File: src/rtl/cell_particle_streamer.sv
// cell_particle_streamer: reads the particle count from word 0 of a cell RAM,
// then streams records 1..count downstream over valid/ready. A credit check
// bounds reads in flight plus buffered records to FIFO_DEPTH, so the 2-cycle
// RAM latency never overruns the output buffer under backpressure.
module cell_particle_streamer #(
    parameter int DATA_WIDTH   = 96,
    parameter int ADDR_WIDTH   = 8,
    parameter int PARTICLE_NUM = 220,
    parameter int FIFO_DEPTH   = 4
) (
    input  logic                  clk,
    input  logic                  rst,
    input  logic                  start,
    output logic                  busy,
    output logic                  done,
    output logic [ADDR_WIDTH-1:0] particle_count,
    output logic [ADDR_WIDTH-1:0] mem_addr,
    output logic                  mem_rden,
    output logic                  mem_wren,
    input  logic [DATA_WIDTH-1:0] mem_q,
    output logic                  out_valid,
    input  logic                  out_ready,
    output logic [DATA_WIDTH-1:0] out_data,
    output logic [ADDR_WIDTH-1:0] out_index,
    output logic                  out_last
);

    localparam int PW = $clog2(FIFO_DEPTH);
    localparam int RW = PW + 1;
    localparam int CW = PW + 3;
    localparam logic [ADDR_WIDTH-1:0] MAX_CNT = ADDR_WIDTH'(PARTICLE_NUM - 1);

    typedef enum logic [2:0] {IDLE, RD_CNT, WAIT_CNT, STREAM, DRAIN, FINISH} state_t;

    state_t                  state, state_nx;
    logic                    wait_q;
    logic [ADDR_WIDTH-1:0]   rd_addr;
    logic                    issue_cnt, issue_part, latch_cnt;
    logic [ADDR_WIDTH-1:0]   issue_addr;
    logic [ADDR_WIDTH-1:0]   cnt_clamped;

    logic                    rd_vld_p0, rd_vld_p1, rd_vld_p2;
    logic [ADDR_WIDTH-1:0]   idx_p0, idx_p1, idx_p2;

    logic [DATA_WIDTH-1:0]   ring_data [FIFO_DEPTH];
    logic [ADDR_WIDTH-1:0]   ring_idx  [FIFO_DEPTH];
    logic                    ring_last [FIFO_DEPTH];
    logic [PW-1:0]           wr_ptr, rd_ptr;
    logic [RW-1:0]           ring_cnt;

    logic                    push, pop, head_load, ring_empty, ring_wr, ring_rd;
    logic                    push_last;
    logic [CW-1:0]           in_flight, occupancy;
    logic                    credit_ok, drain_empty;

    // Counts above the RAM depth would address past the cell; saturate them.
    function automatic logic [ADDR_WIDTH-1:0] clamp_count(input logic [ADDR_WIDTH-1:0] raw);
        if (raw > MAX_CNT) return MAX_CNT;
        else return raw;
    endfunction

    assign cnt_clamped = clamp_count(mem_q[ADDR_WIDTH-1:0]);
    assign mem_wren    = 1'b0;
    assign busy        = (state == RD_CNT) || (state == WAIT_CNT) ||
                         (state == STREAM) || (state == DRAIN);
    assign done        = (state == FINISH);

    // Credit: reads not yet in the buffer plus buffered records, net of this
    // cycle's pop, must leave room for one more read.
    assign pop         = out_valid && out_ready;
    assign in_flight   = CW'(rd_vld_p0) + CW'(rd_vld_p1) + CW'(rd_vld_p2);
    assign occupancy   = CW'(ring_cnt) + CW'(out_valid);
    assign credit_ok   = (in_flight + occupancy) < (CW'(FIFO_DEPTH) + CW'(pop));
    assign ring_empty  = (ring_cnt == '0);
    assign drain_empty = ring_empty && (!out_valid || pop);

    // Next-state and read-issue decode.
    always_comb begin
        state_nx   = state;
        issue_cnt  = 1'b0;
        issue_part = 1'b0;
        issue_addr = '0;
        latch_cnt  = 1'b0;
        case (state)
            IDLE: begin
                if (start) begin
                    issue_cnt = 1'b1;
                    state_nx  = RD_CNT;
                end
            end
            RD_CNT: state_nx = WAIT_CNT;
            WAIT_CNT: begin
                // Count word is on mem_q in the second wait cycle; the first
                // particle read is launched in the same cycle it is latched.
                if (wait_q) begin
                    latch_cnt = 1'b1;
                    if (cnt_clamped == '0) begin
                        state_nx = FINISH;
                    end else begin
                        issue_part = 1'b1;
                        issue_addr = ADDR_WIDTH'(1);
                        state_nx   = (cnt_clamped == ADDR_WIDTH'(1)) ? DRAIN : STREAM;
                    end
                end
            end
            STREAM: begin
                if (credit_ok) begin
                    issue_part = 1'b1;
                    issue_addr = rd_addr;
                    if (rd_addr == particle_count) state_nx = DRAIN;
                end
            end
            DRAIN: begin
                if ((in_flight == '0) && drain_empty) state_nx = FINISH;
            end
            FINISH:  state_nx = IDLE;
            default: state_nx = IDLE;
        endcase
    end

    // Control registers: FSM, count, RAM port and read-valid pipeline.
    always_ff @(posedge clk) begin
        if (rst) begin
            state          <= IDLE;
            wait_q         <= 1'b0;
            rd_addr        <= '0;
            particle_count <= '0;
            mem_addr       <= '0;
            mem_rden       <= 1'b0;
            rd_vld_p0      <= 1'b0;
            rd_vld_p1      <= 1'b0;
            rd_vld_p2      <= 1'b0;
        end else begin
            state    <= state_nx;
            wait_q   <= (state == WAIT_CNT) && !wait_q;
            mem_rden <= issue_cnt || issue_part;
            if (issue_cnt)       mem_addr <= '0;
            else if (issue_part) mem_addr <= issue_addr;
            if (issue_part)      rd_addr  <= issue_addr + ADDR_WIDTH'(1);
            if (latch_cnt)       particle_count <= cnt_clamped;
            // p0: read issued to RAM
            rd_vld_p0 <= issue_part;
            // p1: RAM internal stage
            rd_vld_p1 <= rd_vld_p0;
            // p2: data present on mem_q
            rd_vld_p2 <= rd_vld_p1;
        end
    end

    // Index pipeline travelling with the read valids; gated by rd_vld_pN.
    always_ff @(posedge clk) begin
        idx_p0 <= issue_addr;
        idx_p1 <= idx_p0;
        idx_p2 <= idx_p1;
    end

    assign push      = rd_vld_p2;
    assign push_last = (idx_p2 == particle_count);
    assign head_load = !out_valid || out_ready;
    assign ring_rd   = head_load && !ring_empty;
    assign ring_wr   = push && !(head_load && ring_empty);

    // Output head register and ring pointers; a push bypasses into an empty head.
    always_ff @(posedge clk) begin
        if (rst) begin
            out_valid <= 1'b0;
            out_data  <= '0;
            out_index <= '0;
            out_last  <= 1'b0;
            wr_ptr    <= '0;
            rd_ptr    <= '0;
            ring_cnt  <= '0;
        end else begin
            if (ring_wr) wr_ptr <= wr_ptr + PW'(1);
            if (ring_rd) rd_ptr <= rd_ptr + PW'(1);
            ring_cnt <= ring_cnt + RW'(ring_wr) - RW'(ring_rd);
            if (head_load) begin
                if (!ring_empty) begin
                    out_valid <= 1'b1;
                    out_data  <= ring_data[rd_ptr];
                    out_index <= ring_idx[rd_ptr];
                    out_last  <= ring_last[rd_ptr];
                end else if (push) begin
                    out_valid <= 1'b1;
                    out_data  <= mem_q;
                    out_index <= idx_p2;
                    out_last  <= push_last;
                end else begin
                    out_valid <= 1'b0;
                end
            end
        end
    end

    // Ring storage behind the head; contents are qualified by ring_cnt.
    always_ff @(posedge clk) begin
        if (ring_wr) begin
            ring_data[wr_ptr] <= mem_q;
            ring_idx[wr_ptr]  <= idx_p2;
            ring_last[wr_ptr] <= push_last;
        end
    end

endmodule

File: config.mk
export PLATFORM = sky130hd
export DESIGN_NAME = cell_particle_streamer
export DESIGN_NICKNAME = d
export VERILOG_FILES = /design/src/rtl/cell_particle_streamer.sv
export SDC_FILE = /design/constraint.sdc
export NUM_CORES = 1
export LEC_CHECK = 0
export ABC_CLOCK_PERIOD_IN_PS = 9600
export CORE_MARGIN = 2
export CORE_UTILIZATION = 61
export DETAILED_ROUTE_END_ITERATION = 10
export GPL_TIMING_DRIVEN = 0
export PLACE_DENSITY = 0.85
export SYNTH_ARGS = -nofsm -noshare
export SYNTH_HDL_FRONTEND = slang
export SYNTH_SLANG_ARGS = --single-unit
export TNS_END_PERCENT = 20
File: constraint.sdc
create_clock -name clk -period 9.6 [get_ports clk]
set_clock_uncertainty 0.1 [all_clocks]
set_input_delay 1.92 -clock clk [delete_from_list [all_inputs] [get_ports clk]]
set_output_delay 1.92 -clock clk [all_outputs]
set_load 0.02 [all_outputs]
==> out/metrics.yaml, run 1 <==
critical_path:
  criticalPathCategory: "register to register"
  r2r_slack_ns: 5.21
  worstSetupStartpointType: "register"
  crit_top_cell: "fa_1"
  cp.required_ns: 10.03
  crit_fanout: 10
  slowest_delay_ns: 0.55
  cp-end-kind: "register"
  crit_chain: "fa_1, inv_1, fa_1, fa_1, nand4_1, nand2_1, and3_1, clkbuf_1, buf_2, and2_1, ha_1, nand3_1, or2_2, or3_1, a31oi_1"
  crit_arrival_ns: 4.83
  cp_slowest_cell: "fa_1"
clock_tree:
  clk_pin_slew_ns: 0.07
  clock-sinks: 591
  ctsResizeCount: 0
  clk_latency_ns: 0.61
  cts_tree: "done"
  cts_hold_buf: 0
  cts-htree-levels: 2
  post_cts_buffers: 0
  ctsRootBufferMaster: "clkbuf_16"
  cts_max_path_buffers: 3
  cts_inserted_buffers: 56
cells_and_area:
  drive_gt1_share_pct: 14.2
  area_delta_synth_final_pct: 22.2
  design_area_sq_um: 27200
  nNetsFinal: 1825
  fillers: 2010
synth:
  synth_edf_count: 420
  synthCells: 1423
  netlist_top_cells_area: "edfxtp_1, dfxtp_1, mux4_2, a311oi_1, nand2_1"
  ys_ff_latch: 591
  synth_area_per_cell_sq_um: 15.7
  synth_area_sq_um: 22300
  ys_warn_count: 0
  async_flop_share_pct: 0
  netlist.area_leader.share_pct: 56.6
  synth_nets: 1535
  synth.most_common_cell: "edfxtp_1"
  synth_ff_type: "edfxtp_1"
  seq_area_frac_synth_pct: 72.0
  synth_common_cells: "edfxtp_1, nand2_1, dfxtp_1"
  synth.distinct_cells: 51
  synth_top_area_cell: "edfxtp_1"
sta:
  period_needed_ns: 4.39
  layout_setup_ws_ns: 5.21
  rsz0062_at_grt: "no"
  fin_tns_setup_ns: 0
  hold_viol_final: 0
  fin_crit_sh_pct: 45.7
  max_freq_mhz: 228
  final-setup-viol-count: 0
  slew_violations: 0
  tightest_slew_ns: 1.19
  max_slew_margin_pct: 20.8
power:
  p_leak_uw: 0.00917
  vdd_drop_max_v: 0.000202
  total_power_uw: 7970
  cellPowerDensity_nw_per_um2: 293
drt:
  wl_per_cell_microns: 23.7
  ant_nets: 0
  vias: 13780
  dr.pass1.iters: 5
  first_iter_violations: 1217
  route.detailed.drc: 0
  vias_per_cell: 6.20
  finalWirelength_mm: 52.7
placed_design:
  dpl_cell_area_sq_um: 25300
  dp_hpwl_mm: 32.7
  dp_slack_ns: 4.63
  place.gp.congestion: 0.869
  place.port_buffers: 224
floorplanning:
  chipWidth_microns: 195
  dieArea_sq_um: 38100
  start_util_pct: 62.3
  rows: 69
  die_h_microns: 195
  ioPinCount: 226
  coreArea_sq_um: 35700
grt:
  grt_pass1_wl_mm: 80.5
  grt_antenna_before_repair: 2
  grt_max_degree: 55
  track_usage_pct: 27.9
  grt_pass1_vias: 14299
  overflow: 0
hold_path:
  hold_path_class: "register to register"
status:
  status: "finished clean"
job:
  max_cap_violations: 0
==> report_power, final <==
part           internal (uW)  switching (uW)
logic                   1060            1530
registers               2980             156
clock network           1300             943
==> worst max-delay path: cells and delay by family (launching register included) <==
kind,cells,cell delay (ns)
compound gates,1,0.13
fa+ha+maj,4,1.67
buf+inv,3,0.60
flops,1,0.40
simple gates,7,1.41
==> layer usage <==
metal	track usage, %	vias to the layer above	share of wire, %
met5	0	-	0
met4	12.4	0	3.8
met3	5.20	137	7.6
met2	47.1	670	50
met1	35.8	6943	38
li1	-	6030	-
==> cell families (layout without fill, tap and decap cells) <==
family                     after synthesis  after routing  share of synthesized area (%)
DFF                                    591            591                           72.0
xor gates and xnor gates                24             24                          0.943
muxes                                  107            107                           10.7
adders and majority gates               12             12                          0.809
and+or+nand+nor                        431            431                           7.94
AOI/OAI and AO/OA                      148            148                           5.52
other                                    1              3                         0.0168
buffers and inverters                  109            447                           2.09
==> path summary, 6_finish.rpt <==
path | startpoint | to | cells past startpoint
max | push | rd_addr[6] | 15
max reg2reg | push | rd_addr[6] | 15
min reg2reg | idx_p0[4] | idx_p1[4] | 0
min | idx_p0[4] | idx_p1[4] | 0
==> registers in the layout (all words and copies together) (netlist names), named ones only <==
| signal | cells |
|---|---|
| ring_last | 4 |
| idx_p0 | 8 |
| idx_p1 | 8 |
| ring_data | 384 |
| push | 1 |
| out_data | 96 |
| out_index | 8 |
| wr_ptr | 2 |
| rd_ptr | 2 |
| state | 3 |
| ring_idx | 32 |
| rd_vld_p1 | 1 |
| mem_addr | 8 |
| mem_rden | 1 |
| wait_q | 1 |
| rd_addr | 8 |
| idx_p2 | 8 |
| out_valid | 1 |
| out_last | 1 |
| particle_count | 8 |
| ring_cnt | 3 |
| rd_vld_p0 | 1 |
==> placed cells by master (no fill, tap or decap), types with 5 or more instances in the layout <==
master / Yosys / layout
a21oi_1: 12 / 12
dfxtp_1: 171 / 171
nor2_1: 140 / 140
clkbuf_16: 0 / 59
clkdlybuf4s50_1: 0 / 224
inv_1: 14 / 14
ha_1: 8 / 8
and2_1: 6 / 6
a311oi_1: 104 / 104
a22oi_1: 7 / 7
a31oi_1: 5 / 5
nand2_1: 235 / 235
buf_2: 34 / 34
or3_1: 5 / 5
clkbuf_1: 49 / 66
xnor2_1: 14 / 14
clkbuf_8: 0 / 10
nor3_1: 7 / 6
clkinv_2: 0 / 8
buf_16: 0 / 7
buf_1: 9 / 9
mux4_2: 105 / 105
nand3_1: 6 / 6
edfxtp_1: 420 / 420
nand4_1: 5 / 5
xor2_1: 10 / 10
nor2b_1: 6 / 6
==> layout make-up <==
type | count | area (sq um) | share of cell area [%]
clock inverter | 18 | 205 | 0.754
antenna | 2 | 5.00 | 0.0184
inverter | 14 | 52.6 | 0.193
buffer | 95 | 414 | 1.52
sequential | 591 | 16000 | 58.9
clock buffer | 88 | 1690 | 6.21
tap | 461 | 577 | 2.12
multi-input combinational | 723 | 5800 | 21.3
timing repair buffer | 232 | 2450 | 8.98
==> through the flow <==
step / std cells / utilization (%) / hold WS (ns)
after floorplan: 1423 / - / 0.210
after global placement: 2108 / 70.2 / 0.213
after detailed placement: 2116 / 70.9 / 0.212
after CTS: 2222 / 76.2 / 0.227
after global routing: 2224 / 76.2 / 0.231
final: 2224 / 76.2 / 0.228
Note: power is estimated with default switching activity, not from simulation.
==> inputs of run 2 (changes only) <==
--- a/config.mk
+++ b/config.mk
@@ -5,12 +5,12 @@
 export SDC_FILE = /design/constraint.sdc
 export NUM_CORES = 1
 export LEC_CHECK = 0
-export ABC_CLOCK_PERIOD_IN_PS = 9600
+export ABC_CLOCK_PERIOD_IN_PS = 4000
 export CORE_MARGIN = 2
-export CORE_UTILIZATION = 61
+export CORE_UTILIZATION = 51
 export DETAILED_ROUTE_END_ITERATION = 10
 export GPL_TIMING_DRIVEN = 0
-export PLACE_DENSITY = 0.85
+export PLACE_DENSITY = 0.76
 export SYNTH_ARGS = -nofsm -noshare
 export SYNTH_HDL_FRONTEND = slang
 export SYNTH_SLANG_ARGS = --single-unit
==> constraint.sdc (replaced) <==
create_clock -name clk -period 4 [get_ports clk]
set_clock_uncertainty 0.1 [all_clocks]
set_input_delay 0.8 -clock clk [delete_from_list [all_inputs] [get_ports clk]]
set_output_delay 0.8 -clock clk [all_outputs]
set_load 0.02 [all_outputs]
==> run 2 against run 1 <==
Net effect: core utilization fell by 12 points; sequential share of layout area fell by 0.49 points; clock-buffer cell count fell by 4; worst setup slack got worse by 5.1 ns; maximum frequency rose by 13%; global-route usage fell by 5.3 points; via count fell by 2.7%; wire length fell by 2.4%; sequential power rose by 140%; final cell count rose by 5.9%; non-clock buffer count rose by 3; combinational power rose by 140%; largest cell class unchanged; highest routed layer is now met5.
==> out/metrics.yaml, run 2 (synthesized netlist as in run 1, its figures left out) <==
status:
  status: "finished clean"
critical_path:
  reg2regPathDepth: 14  # -1
  slowest_delay_ns: 0.52  # -0.03 ns
  path_delay_family: "adder cells"
  crit_top_cell: "fa_1"
  r2r_slack_ns: 0.13  # -5.08 ns
  crit_arrival_ns: 4.30  # -0.53 ns
  crit_fanout: 10  # unchanged
  worstSetupStartpointType: "register"
  rr_startpoint: "push"
  crit_chain: "fa_1, inv_1, fa_2, fa_1, nand4_1, nand2_2, and3_4, buf_6, and2_1, ha_2, nand3_1, or2_2, or3_1, a31oi_1"
  cp.depth: 14  # -1
  cp.required_ns: 4.42  # -5.61 ns
  cp-end-kind: "register"
  cp_slowest_cell: "fa_1"
  critPathBufInv: 2  # -1
  r2r_end: "rd_addr[6]"
  criticalPathCategory: "register to register"
hold_path:
  min-delay-start: "idx_p0[4]"
  hold_depth: 0  # unchanged
  hold_path_class: "register to register"
  min_to: "idx_p1[4]"
cells_and_area:
  final_cell_mix: "edfxtp_1, nand2_1, clkdlybuf4s50_1, dfxtp_1, nor2_1"
  area_delta_synth_final_pct: 23.3
  nNetsFinal: 1830  # +0.27%
  fillers: 3123  # +55%
  design_area_sq_um: 27500  # +0.85%
  drive_gt1_share_pct: 14.8  # +0.62 points
  layout_commonest_cell: "edfxtp_1"
  largest-register: "ring_data"
  largest_register_ffs: 384  # unchanged
  top_regs: "ring_data (384), out_data (96), ring_idx (32)"
floorplanning:
  rows: 76  # +10%
  ioPinCount: 226  # unchanged
  dieArea_sq_um: 45400  # +19%
  coreArea_sq_um: 43100  # +21%
  start_util_pct: 51.7  # -11 points
  die_h_microns: 213  # +9.2%
  chipWidth_microns: 213  # +9.2%
drt:
  finalWirelength_mm: 51.4  # -2.4%
  vias: 13412  # -2.7%
  dr.pass1.iters: 5  # unchanged
  first_iter_violations: 1071  # -12%
  vias_per_cell: 5.69  # -8.1%
  wl_per_cell_microns: 21.8  # -7.9%
  ant_nets: 0  # unchanged
  route.detailed.drc: 0  # unchanged
clock_tree:
  clock-sinks: 591  # unchanged
  cts-htree-levels: 2  # unchanged
  cts_tree: "done"
  cts_inserted_buffers: 58  # +3.6%
  clk_pin_slew_ns: 0.06  # about the same
  clk_latency_ns: 0.62  # about the same
  ctsRootBufferMaster: "clkbuf_16"
  cts_max_path_buffers: 3  # unchanged
  cts_hold_buf: 0  # unchanged
placed_design:
  place.port_buffers: 224  # unchanged
  place.gp.congestion: 0.829  # -4.5%
  dp_hpwl_mm: 32.7  # about the same
  dpl_cell_area_sq_um: 25500  # +0.69%
power:
  vdd_drop_max_v: 0.000353  # +75%
  total_power_uw: 19000  # +140%
  cellPowerDensity_nw_per_um2: 693  # +140%
  p_leak_uw: 0.00921  # +0.42%
sta:
  hold_viol_final: 0  # unchanged
  max_freq_mhz: 258  # +13%
  period_needed_ns: 3.87  # -0.519 ns
  slew_violations: 0  # unchanged
  final-setup-viol-count: 0  # unchanged
  tightest_slew_ns: 1.22  # +0.0302 ns
  max_slew_margin_pct: 18.8  # -2.0 points
  fin_crit_sh_pct: 96.8  # +51 points
grt:
  grt_pass1_wl_mm: 77.6  # -3.7%
  grt_pass1_vias: 13624  # -4.7%
  track_usage_pct: 22.7  # -5.3 points
  grt_antenna_before_repair: 5  # +3
  overflow: 0  # unchanged
  grt_max_degree: 52  # -5.5%
job:
  max_cap_violations: 0  # unchanged
==> run 2: worst register-to-register path, stage by stage (launching register included) <==
cell,delay (ns)
dfxtp_2,0.37
fa_1,0.52
inv_1,0.06
fa_2,0.36
fa_1,0.51
nand4_1,0.11
nand2_2,0.10
and3_4,0.24
buf_6,0.15
and2_1,0.17
ha_2,0.21
nand3_1,0.12
or2_2,0.34
or3_1,0.31
a31oi_1,0.13
==> run 2: what timing repair did <==
action / 4_1_cts / 5_1_grt
endpoints found under the setup margin: 3 / 1
buffers inserted: 1 / 2
resized for setup: 5 / 3
pin swaps: 1 / 0
==> run 2: area by class of cell <==
| type | count | area [sq um] | share of cell area (%) |
|---|---|---|---|
| multi-input cells | 723 | 5810 | 21.2 |
| flip-flops and latches | 591 | 16000 | 58.4 |
| inverters | 14 | 52.6 | 0.191 |
| repair buffers | 236 | 2490 | 9.06 |
| well taps | 585 | 732 | 2.67 |
| clock inverters | 26 | 226 | 0.825 |
| clock buffers | 84 | 1680 | 6.13 |
| plain buffers | 94 | 417 | 1.52 |
| diodes | 3 | 7.51 | 0.0273 |
==> run 2: per-stage QoR <==
step / std cells / utilization, % / setup WS [ns] / hold slack [ns] / setup TNS, ns
floorplan: 1423 / - / -0.209 / 0.210 / -65.97
global placement: 2232 / 58.6 / -2.99 / 0.213 / -1017.41
detailed placement: 2241 / 59.2 / -0.409 / 0.212 / -0.549
CTS: 2351 / 63.7 / 0.0302 / 0.225 / 0
global route: 2356 / 63.7 / -0.0169 / 0.233 / -0.0169
finish: 2356 / 63.7 / 0.128 / 0.226 / 0
==> run 2: worst max-delay path by stage <==
stage               from               end  slack (ns)
2_1_floorplan  out_ready   ring_data[1][0]       -0.21
3_3_place_gp   out_ready  ring_data[1][30]       -2.99
3_5_place_dp        push        rd_addr[6]       -0.41
4_1_cts             push        rd_addr[6]        0.03
5_1_grt        rd_vld_p0        rd_addr[6]       -0.02
6_report            push        rd_addr[6]        0.13
==> run 2: power breakdown <==
part / internal [uW] / switching (uW) / total [uW]
Sequential: 7150 / 355 / 7510
Clock: 3120 / 2260 / 5390
Combinational: 2560 / 3570 / 6130
Total: 12800 / 6190 / 19000
==> run 2: routing by layer <==
| metal | vias to the layer above | track usage, % | routed length (microns) |
|---|---|---|---|
| met5 | - | 0 | 18 |
| met4 | 2 | 8.71 | 1530 |
| met3 | 89 | 3.54 | 3080 |
| met2 | 459 | 38.0 | 25500 |
| met1 | 6817 | 30.1 | 21200 |
| li1 | 6045 | - | - |
